## config.mk

```make
export PLATFORM = sky130hd
export DESIGN_NAME = dff_shreg_flat
export DESIGN_NICKNAME = d
export VERILOG_FILES = /design/src/rtl/dff_shreg_if.sv /design/src/rtl/dff_shreg.sv /design/src/flat_wrapper.sv
export SDC_FILE = /design/constraint.sdc
export NUM_CORES = 1
export LEC_CHECK = 0
export CAP_MARGIN = 20
export CORE_MARGIN = 1
export CORE_UTILIZATION = 37
export CTS_CLUSTER_SIZE = 16
export DETAILED_ROUTE_END_ITERATION = 6
export GPL_TIMING_DRIVEN = 0
export PLACE_DENSITY = 0.72
export SLEW_MARGIN = 5
export SYNTH_ARGS = -nofsm -noshare
export SYNTH_HDL_FRONTEND = slang
export SYNTH_SLANG_ARGS = --single-unit
```

## constraint.sdc

```tcl
create_clock -name clk -period 1.8 [get_ports clk]
set_clock_uncertainty 0.2 [all_clocks]
set_input_delay 0.36 -clock clk [delete_from_list [all_inputs] [get_ports clk]]
set_output_delay 0.36 -clock clk [all_outputs]
set_load 0.05 [all_outputs]
```

## src/rtl/dff_shreg_if.sv

```systemverilog
// Control, data and status bundle of the dff_shreg shift register.
// The master drives the operation; the slave (the register) drives the status.
interface dff_shreg_if #(
  parameter int WIDTH = 8
) ();
  localparam int CW = $clog2(WIDTH + 1);

  logic             en;
  logic [1:0]       mode;
  logic             sin;
  logic [WIDTH-1:0] d;
  logic [WIDTH-1:0] q;
  logic             sout_l;
  logic             sout_r;
  logic [CW-1:0]    cnt;
  logic             drained;
  logic             done;

  modport master (
    output en, mode, sin, d,
    input  q, sout_l, sout_r, cnt, drained, done
  );

  modport slave (
    input  en, mode, sin, d,
    output q, sout_l, sout_r, cnt, drained, done
  );
endinterface

```

## src/rtl/dff_shreg.sv

```systemverilog
// Bidirectional shift register with parallel load, a saturating count of
// shifts since the last load, and a one-cycle done pulse on reaching WIDTH.
module dff_shreg #(
  parameter int               WIDTH   = 8,
  parameter logic [WIDTH-1:0] RST_VAL = '0
) (
  input  logic        clk,
  input  logic        rst,
  dff_shreg_if.slave  bus
);
  localparam int            CW       = $clog2(WIDTH + 1);
  localparam logic [CW-1:0] CNT_MAX  = CW'(WIDTH);
  localparam logic [CW-1:0] CNT_LAST = CW'(WIDTH - 1);

  localparam logic [1:0] MODE_HOLD  = 2'b00;
  localparam logic [1:0] MODE_LEFT  = 2'b01;
  localparam logic [1:0] MODE_RIGHT = 2'b10;
  localparam logic [1:0] MODE_LOAD  = 2'b11;

  logic [WIDTH-1:0] q_q, q_d;
  logic [CW-1:0]    cnt_q, cnt_d;
  logic             done_q, done_d;
  logic             shift;

  always_comb begin
    q_d    = q_q;
    cnt_d  = cnt_q;
    done_d = 1'b0;
    shift  = 1'b0;
    if (bus.en) begin
      unique case (bus.mode)
        MODE_HOLD: ;
        MODE_LEFT: begin
          q_d   = {q_q[WIDTH-2:0], bus.sin};
          shift = 1'b1;
        end
        MODE_RIGHT: begin
          q_d   = {bus.sin, q_q[WIDTH-1:1]};
          shift = 1'b1;
        end
        MODE_LOAD: begin
          q_d   = bus.d;
          cnt_d = '0;
        end
        default: ;
      endcase
    end
    // Count saturates at WIDTH; done fires only on the WIDTH-1 -> WIDTH step.
    if (shift && (cnt_q != CNT_MAX)) begin
      cnt_d  = cnt_q + CW'(1);
      done_d = (cnt_q == CNT_LAST);
    end
  end

  always_ff @(posedge clk) begin
    if (rst) begin
      q_q    <= RST_VAL;
      cnt_q  <= CNT_MAX;
      done_q <= 1'b0;
    end else begin
      q_q    <= q_d;
      cnt_q  <= cnt_d;
      done_q <= done_d;
    end
  end

  assign bus.q       = q_q;
  assign bus.sout_l  = q_q[WIDTH-1];
  assign bus.sout_r  = q_q[0];
  assign bus.cnt     = cnt_q;
  assign bus.drained = (cnt_q == CNT_MAX);
  assign bus.done    = done_q;
endmodule

```

## src/flat_wrapper.sv

```systemverilog
// flat-port wrapper written by rule: the top's interface ports become plain ports
module dff_shreg_flat 
#(
  parameter int               WIDTH   = 8,
  parameter logic [WIDTH-1:0] RST_VAL = '0
)
  (clk, rst, bus_en, bus_mode, bus_sin, bus_d, bus_q, bus_sout_l, bus_sout_r, bus_cnt, bus_drained, bus_done);
  dff_shreg_if #(.WIDTH(WIDTH)) bus_i ();
  input  logic clk;
  input  logic rst;
  input wire logic [$bits(bus_i.en)-1:0] bus_en;
  input wire logic [$bits(bus_i.mode)-1:0] bus_mode;
  input wire logic [$bits(bus_i.sin)-1:0] bus_sin;
  input wire logic [$bits(bus_i.d)-1:0] bus_d;
  output wire logic [$bits(bus_i.q)-1:0] bus_q;
  output wire logic [$bits(bus_i.sout_l)-1:0] bus_sout_l;
  output wire logic [$bits(bus_i.sout_r)-1:0] bus_sout_r;
  output wire logic [$bits(bus_i.cnt)-1:0] bus_cnt;
  output wire logic [$bits(bus_i.drained)-1:0] bus_drained;
  output wire logic [$bits(bus_i.done)-1:0] bus_done;
  assign bus_i.en = bus_en;
  assign bus_i.mode = bus_mode;
  assign bus_i.sin = bus_sin;
  assign bus_i.d = bus_d;
  assign bus_q = bus_i.q;
  assign bus_sout_l = bus_i.sout_l;
  assign bus_sout_r = bus_i.sout_r;
  assign bus_cnt = bus_i.cnt;
  assign bus_drained = bus_i.drained;
  assign bus_done = bus_i.done;
  dff_shreg #(.WIDTH(WIDTH), .RST_VAL(RST_VAL)) u_core (.clk(clk), .rst(rst), .bus(bus_i));
endmodule
```

==> key figures <==
Flow run
  • Number of max-cap violations: 0

GRT
  • Initial antenna violation count: 0
  • Congestion Overflow GR: 0
  • Vias in the first global route: 699
  • First-pass GRT wire length: 3.036 mm
  • Pin count of the biggest net entering global routing: 17
  • Aggregate global-route resource usage: 20.14%

Placement
  • HPWL after DPL: 1.376 mm
  • Pre-CTS setup slack: -0.6511 ns
  • Placer Congestion: 0.7612
  • Port Buffers: 29

Pwr
  • Leak pwr: 0.0004517 µW
  • Switching Power: 280.1 µW
  • Power share of the clock group: 23.4%
  • Flop pwr share: 41.5%
  • Switch share: 36.02%
  • Power density cells: 680.8 nW/µm²
  • Int Power: 497.6 µW
  • Comb power frac: 35.1%
  • Maximum VDD drop: 0.0003875 V

Floorplan
  • Die height: 46.44 µm
  • Initial Util: 40.98%
  • Std-Cell Rows: 15
  • Width of the die: 46.44 µm
  • Core ar.: 1783 µm²
  • Die area: 2157 µm²
  • I/O pin count: 30

Synthesis
  • Sequential area share after synthesis: 35.62%
  • Post-synth top area cell: dfxtp_1
  • Post-synthesis instance area: 730.7 µm²
  • Yosys warns: 0
  • Netlist cell types: 27
  • FF+latch count, synth: 13
  • Synth Instances: 84
  • Synth Area per Inst: 8.699 µm²
  • Syn Nets: 103
  • Main synth FF type: dfxtp_1
  • Asr flop ratio synth: 0%
  • Area contributors post-synth: dfxtp_1 (36%), a311oi_1 (11%), ha_1 (8.6%)
  • Post-synth EDFFs: 0
  • Top cell type's share of synthesized area: 35.62%

Detailed routing
  • Initial DRC Count: 26
  • Via count: 802
  • Met1 Routed Length: 928 µm
  • Routed wl met2: 867 µm
  • Final wirelength: 1.920 mm
  • Final ANT Viol Nets: 0
  • Wirelength per Cell: 13.33 µm
  • First-pass DRT Iterations: 4
  • Top layer in use: met4
  • Routed met3 length: 85 µm
  • # DRC: 0
  • Via density: 5.569

STA
  • Fmax: 569.6 MHz
  • Worst rel slew slack: 67.19%
  • Final TNS setup: 0 ns
  • Actual transition at the worst max-transition pin: 0.4941 ns
  • Hold Violations, Final: 0
  • Max Slew Vio Count: 0
  • RSZ-0062 raised after global routing: no
  • Final setup fails: 0
  • Hold_ws: 0.3094 ns
  • Setup ws final: 0.04437 ns
  • Period utilization: 97.53%
  • Final min period: 1.756 ns

Finish
  • Multi-input gate area: 451.7 µm²
  • Fin util: 64.07%
  • Share of cells above drive strength 1: 26.89%
  • Fillers: 151
  • Nets: 139
  • Area grow syn2layout: 56.34%
  • Register area: 270.3 µm²
  • Most frequent cells in the layout: clkdlybuf4s50_1 (11), nand2_1 (9), a311oi_1 (9), dfxtp_1 (9)
  • # diodes: 0
  • Most common cell after layout, fill and taps aside: clkdlybuf4s50_1

CTS
  • CTS tree: yes
  • Htree depth: 1
  • Longest Clk Path Bufs: 2
  • CTS Buf Count: 3
  • Clock transition at path regs: 0.08 ns
  • Hold_buf cts: 0
  • Worst-Skew Late Latency: 0.27 ns
  • Clock sinks: 13
  • CTS root buf: clkbuf_4

Status
  • Outcome: finished clean

Worst setup path
  • Slowest cell on crit path: dlygate4sd2_1
  • Req. time, crit path: 1.24 ns
  • CP arrival: 1.20 ns
  • Worst setup SP type: flip-flop
  • Worst Path Buf+Inv: 1
  • Largest fanout on the critical path: 6
  • Gate family responsible for the most delay along the worst path: buffers and inverters
  • Critical path capture point type: output pin
  • Setup CP Type: reg -> out
  • Crit-path cells: dlygate4sd2_1
  • Largest stage delay, worst path: 0.54 ns

Worst hold path
  • HP Class: reg -> reg
layer usage:
| layer | GRT usage (%) | up-vias |
|---|---|---|
| li1 | - | 392 |
| met1 | 26.29 | 380 |
| met2 | 29.72 | 24 |
| met3 | 4.706 | 6 |
| met4 | 11.76 | 0 |
| met5 | 0 | - |
power by group through the flow:
stage,sequential [µW],combinational (µW),clock [µW]
after floorplan,385,106,0
after global placement,328,254,0
after detailed placement,329,258,0
after CTS,322,260,185
after global routing,326,291,203
final,323,273,182
cells in the mapped netlist, drive strengths merged, types with 2 or more instances:
library cell  number
a21oi              2
a22oi              8
a311oi             9
buf                4
clkbuf             3
dfxtp             13
ha                 5
inv                5
nand2             10
nand3              2
nor2               9
o211ai             2
or3                2
cell type report:
type,count,area share [%]
timing repair buffer,33,26.72
multi-input combinational,59,39.54
clock buffer,4,2.300
tap,25,2.738
inverter,5,2.081
sequential,13,23.66
buffer,5,2.957
registers in the layout (all words and copies together) (netlist names):
name and cells:
u_core.bus.cnt 4, u_core.bus.done 1, u_core.bus.q 8
path summary, 6_finish.rpt:
kind / endpoint / startpoint / cells past startpoint / slack [ns]
worst max-delay path: bus_cnt[2] / u_core.bus.cnt[2]$_SDFFE_PP0P_ / 1 / 0.04
worst min-delay path: u_core.bus.cnt[2]$_SDFFE_PP0P_ / u_core.bus.cnt[2]$_SDFFE_PP0P_ / 1 / 0.31
worst max register to register: u_core.bus.cnt[2]$_SDFFE_PP0P_ / u_core.bus.cnt[0]$_SDFFE_PP0P_ / 7 / 0.09
worst min register to register: u_core.bus.cnt[2]$_SDFFE_PP0P_ / u_core.bus.cnt[2]$_SDFFE_PP0P_ / 1 / 0.31
worst register-to-register path: cells and delay by family, from the launching register on:
kind,cells,cell delay (ns)
simple gates,2,0.43
buf+inv,3,0.23
flops,1,0.37
fa+ha+maj,1,0.15
compound gates,1,0.25
repair_timing:
action / 4_1_cts / 5_1_grt
setup buffers: 1 / 3
setup endpoints to repair: 27 / 10
resized for setup: 38 / 15
pin swaps: 3 / 1
through the flow:
step	total power (µW)	cell area [µm²]	std cells
after floorplan	491.0	745.7	84
after detailed placement	587.6	1067	138
after global routing	820.0	1142	144
after CTS	767.1	1114	141
after global placement	582.2	1067	138
final	777.7	1142	144
cells by family after synthesis:
kind of cell    synth area share, %
simple gates                  21.75
compound gates                25.68
flops                         35.62
buf+inv                       8.389
fa+ha+maj                     8.562
Power figures use the tool's default switching activity.
